[config.mk]
export PLATFORM = sky130hd
export DESIGN_NAME = systolic_result_drain
export DESIGN_NICKNAME = d
export VERILOG_FILES = /design/src/rtl/systolic_result_drain.sv
export SDC_FILE = /design/constraint.sdc
export NUM_CORES = 1
export LEC_CHECK = 0
export CORE_AREA = 2 2 160 162
export CTS_CLUSTER_SIZE = 20
export DETAILED_ROUTE_END_ITERATION = 7
export DIE_AREA = 0 0 162 164
export PLACE_DENSITY = 0.63
export SYNTH_ARGS = -nofsm -noshare
export SYNTH_HDL_FRONTEND = slang
export SYNTH_SLANG_ARGS = --single-unit
[constraint.sdc]
create_clock -name i_clk -period 1.9 [get_ports i_clk]
set_input_delay 0.38 -clock i_clk [delete_from_list [all_inputs] [get_ports i_clk]]
set_output_delay 0.38 -clock i_clk [all_outputs]
set_load 0.1 [all_outputs]
[src/rtl/systolic_result_drain.sv]
// Result drain for the NxN systolic array: clears accumulators on start, waits out the
// array latency, snapshots/narrows the accumulators and holds them under valid/ready.
// Optional macro SYSTOLIC_DRAIN_SATURATE_EN: clamp instead of truncate, with per-element flags.
module systolic_result_drain #(
   parameter int N            = 4,
   parameter int ACC_W        = 16,
   parameter int OUT_W        = 8,
   parameter int DRAIN_CYCLES = 10
) (
   input  logic                              i_clk,
   input  logic                              i_arst_n,
   input  logic                              i_start,
   input  logic [N-1:0][N-1:0][ACC_W-1:0]    i_acc,
   input  logic                              i_resultReady,
   output logic                              o_clearAcc,
   output logic                              o_busy,
   output logic                              o_validResult,
   output logic [N-1:0][N-1:0][OUT_W-1:0]    o_c,
   output logic [N-1:0][N-1:0]               o_satFlags,
   output logic [1:0]                        o_dbg_state
);

   localparam int CNT_W = (DRAIN_CYCLES > 1) ? $clog2(DRAIN_CYCLES) : 1;
   localparam logic [CNT_W-1:0] RELOAD = CNT_W'(DRAIN_CYCLES - 1);

   typedef enum logic [1:0] {
      S_IDLE  = 2'd0,
      S_COUNT = 2'd1,
      S_HOLD  = 2'd2
   } state_t;

   state_t                           state_q, state_d;
   logic [CNT_W-1:0]                 cnt_q, cnt_d;
   logic                             capture;
   logic                             accept;
   logic                             valid_q;
   logic [N-1:0][N-1:0][OUT_W-1:0]   conv_c;
   logic [N-1:0][N-1:0][OUT_W-1:0]   c_q;

   // Handshake: a result transfers on any rising edge where o_validResult and
   // i_resultReady are both high; o_c/o_satFlags are stable while valid is high.
   assign accept = (state_q == S_HOLD) && i_resultReady;

   always_ff @(posedge i_clk or negedge i_arst_n) begin
      if (!i_arst_n) begin
         state_q <= S_IDLE;
         cnt_q   <= '0;
      end else begin
         state_q <= state_d;
         cnt_q   <= cnt_d;
      end
   end

   always_comb begin
      state_d    = state_q;
      cnt_d      = cnt_q;
      o_clearAcc = 1'b0;
      capture    = 1'b0;
      case (state_q)
         S_IDLE: begin
            if (i_start) begin
               o_clearAcc = 1'b1;
               cnt_d      = RELOAD;
               state_d    = S_COUNT;
            end
         end
         S_COUNT: begin
            if (cnt_q == '0) begin
               capture = 1'b1;
               state_d = S_HOLD;
            end else begin
               cnt_d = cnt_q - 1'b1;
            end
         end
         S_HOLD: begin
            // A start only counts when it coincides with acceptance of the held result.
            if (accept) begin
               if (i_start) begin
                  o_clearAcc = 1'b1;
                  cnt_d      = RELOAD;
                  state_d    = S_COUNT;
               end else begin
                  state_d = S_IDLE;
               end
            end
         end
         default: state_d = S_IDLE;
      endcase
   end

   always_ff @(posedge i_clk or negedge i_arst_n) begin
      if (!i_arst_n) begin
         c_q     <= '0;
         valid_q <= 1'b0;
      end else begin
         if (capture) begin
            c_q <= conv_c;
         end
         if (capture) begin
            valid_q <= 1'b1;
         end else if (accept) begin
            valid_q <= 1'b0;
         end
      end
   end

`ifdef SYSTOLIC_DRAIN_SATURATE_EN
   localparam logic [ACC_W-1:0] SAT_MAX = ACC_W'((64'd1 << OUT_W) - 64'd1);

   logic [N-1:0][N-1:0] conv_sat;
   logic [N-1:0][N-1:0] sat_q;

   for (genvar r = 0; r < N; r++) begin : g_row
      for (genvar c = 0; c < N; c++) begin : g_col
         assign conv_sat[r][c] = i_acc[r][c] > SAT_MAX;
         assign conv_c[r][c]   = conv_sat[r][c] ? OUT_W'(SAT_MAX) : i_acc[r][c][OUT_W-1:0];
      end
   end

   always_ff @(posedge i_clk or negedge i_arst_n) begin
      if (!i_arst_n) begin
         sat_q <= '0;
      end else if (capture) begin
         sat_q <= conv_sat;
      end
   end

   assign o_satFlags = sat_q;
`else
   logic unused_acc_bits;

   for (genvar r = 0; r < N; r++) begin : g_row
      for (genvar c = 0; c < N; c++) begin : g_col
         assign conv_c[r][c] = i_acc[r][c][OUT_W-1:0];
      end
   end

   // Upper accumulator bits are intentionally dropped by truncation.
   assign unused_acc_bits = ^i_acc;
   assign o_satFlags      = '0;
`endif

   assign o_c           = c_q;
   assign o_validResult = valid_q;
   assign o_busy        = (state_q != S_IDLE);
   assign o_dbg_state   = state_q;

endmodule

; After elaboration in Yosys (flattened, before gate mapping)
; Cells that the tools add are included.
; W data, S select, Z words.
[op_classes]
n_addsub = 1
n_eq_ne = 6
n_mux = 16
reduce_logical = 8
[op_table]
columns = op, count
row1 = $mux W4, 3
row2 = $pmux W4 S3, 1
row3 = $ne A2 B2 Y1 const B, 4
row4 = $mux W1, 7
row5 = $mux W2, 3
row6 = $pmux W2 S3, 1
row7 = $reduce_and A3 Y1, 2
row8 = $logic_not A4 Y1, 1
row9 = $reduce_bool A2 Y1, 2
row10 = $sub A4 B1 Y4 const B, 1
row11 = $reduce_bool A3 Y1, 1
row12 = $eq A2 B1 Y1 const B, 1
row13 = $eq A2 B2 Y1 const B, 1
row14 = $logic_not A2 Y1, 1
row15 = $pmux W1 S2, 1
row16 = $logic_and A1 B1 Y1, 1
[word_totals]
reg_bits = 135
output_inout_bits = 149
elab_cells = 50

; Depth between registers and ports, before layout
[depth]
ltp_word = 4
mapped_depth = 7
ltp_nobuf = 5

; Least setup slack after synthesis
; Ideal clock, no wire load.
[synth_path]
path_type = reg2out
from = register state_q[0] (netlist: o_dbg_state[0])
to = output o_clearAcc
arrival_time_ps = 1970
required_time_ps = 1520
setup_slack_ps = -450
stages_incl_launch_ff = 4
path_cell_list = dfrtp_1 nand2b_1 or2_2 inv_1
[synth_between]
elab_chain_cells = 4
word_cells_on_any_way = 5
[synth_lines]
columns = item, line
row1 = start: declaration, 32  ; state_t state_q, state_d;
row2 = start signal: assignment, 49  ; state_q <= state_d;
row3 = $eq A2 B2 Y1, "42, 59"
row4 = $logic_and A1 B1 Y1, 42  ; assign accept = (state_q == S_HOLD) && i_resultReady;
row5 = $mux W1, 77  ; if (accept) begin
row6 = $pmux W1 S2 (*), 59  ; case (state_q)
row7 = end: declaration, 15  ; output logic o_clearAcc,
; Mark *: on every way between the ends. The rest lies on a longest branch, timed or not.

; Final worst setup path
[layout_path]
from = register state_q[1] (netlist: o_dbg_state[1])
to = output o_busy
[layout_between]
elab_chain_cells = 1
[layout_lines]
columns = item, line
row1 = $reduce_bool A2 Y1, 145  ; assign o_busy = (state_q != S_IDLE);
row2 = end: declaration, 16  ; output logic o_busy,
; No other way between the ends.

==> reports/metrics.cfg <==
[detailed_routing]
routedWlPerCell_um = 15.2
dr.pass1.iters = 4
drc_errors = 0
wl_um = 14500
via_per_inst = 3.83
ant_nets = 0
vias = 3640
dr.first_iter.drc_count = 103

[sta]
finalSetupViolCount = 0
layout_min_cycle_time_ns = 1.84
final.setup_skew_ns = 0.0107
timing.fmax_mhz = 542
finalMaxSlewViolations = 0
finalCritPeriodShare = 0.970
hold_viol = 0
rsz0062_at_grt = true

[logic_synthesis]
synth-compound-area-share = 0.00842
synthAdderAreaFrac = 0.00443
synthMuxAreaShare = 0.322
syn_avg_cell_area_um2 = 17.5
synth_area_um2 = 5650
synth-seq-area-share = 0.598
synth_xor_area_frac = 0.00155
yosysWarnings = 0
synth.top_cell.area_share = 0.598
synth_top_area_cell = dfrtp_1
synth.distinct_cells = 22
synthTopCellsByArea = dfrtp_1, mux2_4, mux2_2
synth_top_family_by_area = multiplexers
ys_ff_latch = 135
syn_inst = 323
yosys.area_share.simple = 0.0160

[worst_setup_path]
cp.arrival_ns = 1.46
startpoint_type = register
critical_path_class = register to output port
r2r_slack_ns = 0.09
end_kind = output port
crit_required_ns = 1.52
crit_path_max_fanout = 5
reg2regPathDepth = 6
r2r-end = o_c[3]
timing.rr.start = cnt_q[1]

[worst_hold_path]
min_to = o_dbg_state[1]
hold_path_class = primary input to register
min_from = i_resultReady
whs_path_depth = 2

[place]
gp_congestion = 0.670
io_buffer_count = 264
hpwlAfterDp_um = 10500

[floorplanning]
fp.dieH_um = 164
core_area_um2 = 24800
die_w_um = 162
fp-row-count = 58
die-area_um2 = 26600
initial_core_util = 0.228
ioPinCount = 409

[cells_and_area]
syn2layout_area_growth_pct = 66.6
diodes = 0
layout.nets = 872
layout-drive-gt1-share = 0.519
post-route-util = 0.379

[clocking]
clkSinkCount = 135
cts_tree = yes
cts_max_level = 4
cts_inserted_buffers = 17
clk_latency_ns = 0.41
clockBufferDepth = 2
cts.clk_slew.worst_paths_ns = 0.05
root_buffer = clkbuf_16

[run_status]
outcome = finished, final reports clean

[grt]
grt_pass1_vias = 3912
grtUsageTotal = 0.110
grt_max_degree = 47
overflow = 0
antenna_found_initial = 1
grt_pass1_wl_um = 22400

[job]
maxCapViolCount = 0

-- what timing repair did --
item                                    4_1_cts  5_1_grt
setup buffers                                 2        1
pin swaps                                     0        1
resized for setup                             1        5
hold buffers                                  1        0
endpoints found under the setup margin        1       66
endpoints found under the hold margin        40        0
-- synth_stat cells (all sizes together) --
library cell and number:
nand2b 4, o22ai 1, nor3b 1, ha 2, conb 1, mux2 129
o21ai 3, nand3b 1, o22a 1, nor2b 2, buf 30, inv 4
xor2 1, nand2 1, nor3 2, o221ai 1, or2 3, dfrtp 135
a31o 1
-- routing by layer --
layer | track usage | up-vias | wire length (µm)
li1 | - | 1676 | -
met1 | 0.140 | 1753 | 6220
met2 | 0.164 | 199 | 6370
met3 | 0.0563 | 12 | 1680
met4 | 0.0334 | 0 | 184
met5 | 0 | - | 0
-- registers in the layout, indices dropped and copies added (netlist names) --
signal / flops
cnt_q: 4
o_dbg_state: 2
o_c: 128
o_validResult: 1
-- cell usage in the layout, fill, tap and decap left out, drive strengths merged --
cell type,instances
clkdlybuf4s50,129
dlymetal6s2s,1
a31o,1
nand2,1
o22a,1
mux2,129
nor2b,2
or2,3
xor2,1
clkinvlp,2
inv,4
o221ai,1
bufinv,4
dlygate4sd3,1
clkbuf,18
conb,16
nor3b,1
o22ai,1
ha,2
nor3,2
nand3b,1
buf,152
nand2b,4
o21ai,3
dfrtp,135
clkinv,6
-- worst max-delay path by stage --
stage                              start         end  slack (ns)  cells after the start
after global routing      o_dbg_state[1]  o_clearAcc     -0.0007                      4
after global placement     i_resultReady  o_clearAcc       0.008                      5
after CTS                 o_dbg_state[0]  o_clearAcc        0.02                      4
final                     o_dbg_state[1]      o_busy        0.06                      3
after floorplan           o_dbg_state[0]  o_clearAcc       0.004                      3
after detailed placement   i_resultReady  o_clearAcc        0.01                      5
-- area by class of cell --
cell class	instances	area, µm²
clock buffers	18	439
clock inverters	12	178
fillers	2396	15400
inverters	4	18.8
multi-input cells	169	2080
flip-flops and latches	135	3380
well taps	330	413
repair buffers	283	2900
-- kinds of logic after synthesis --
logic type                 Yosys count
other                                1
buffers and inverters               34
DFF                                135
and+or+nand+nor                     14
muxes                              129
xor gates and xnor gates             1
adders and majority gates            2
AOI/OAI and AO/OA                    7
-- worst max-delay path: stages, from the launching register on --
cell and delay (ns):
dfrtp_2 0.40, buf_4 0.16, or2_2 0.32, buf_12 0.17
-- metrics by stage --
step           cells  setup WS [ns]   TNS (ns)  instance area [µm²]  hold WS [ns]
2_1_floorplan    338        0.00411          0                 5710        0.0844
3_3_place_gp     917        0.00830          0                 8730         0.367
3_5_place_dp     917         0.0103          0                 8730         0.367
4_1_cts          950         0.0159          0                 9380         0.475
5_1_grt          951      -0.000665  -0.000665                 9410         0.327
6_report         951         0.0566          0                 9410         0.309
Power is left out: the tool's default activity adds up to more than one toggle a clock period on the data nets, which glitch-free logic cannot reach.
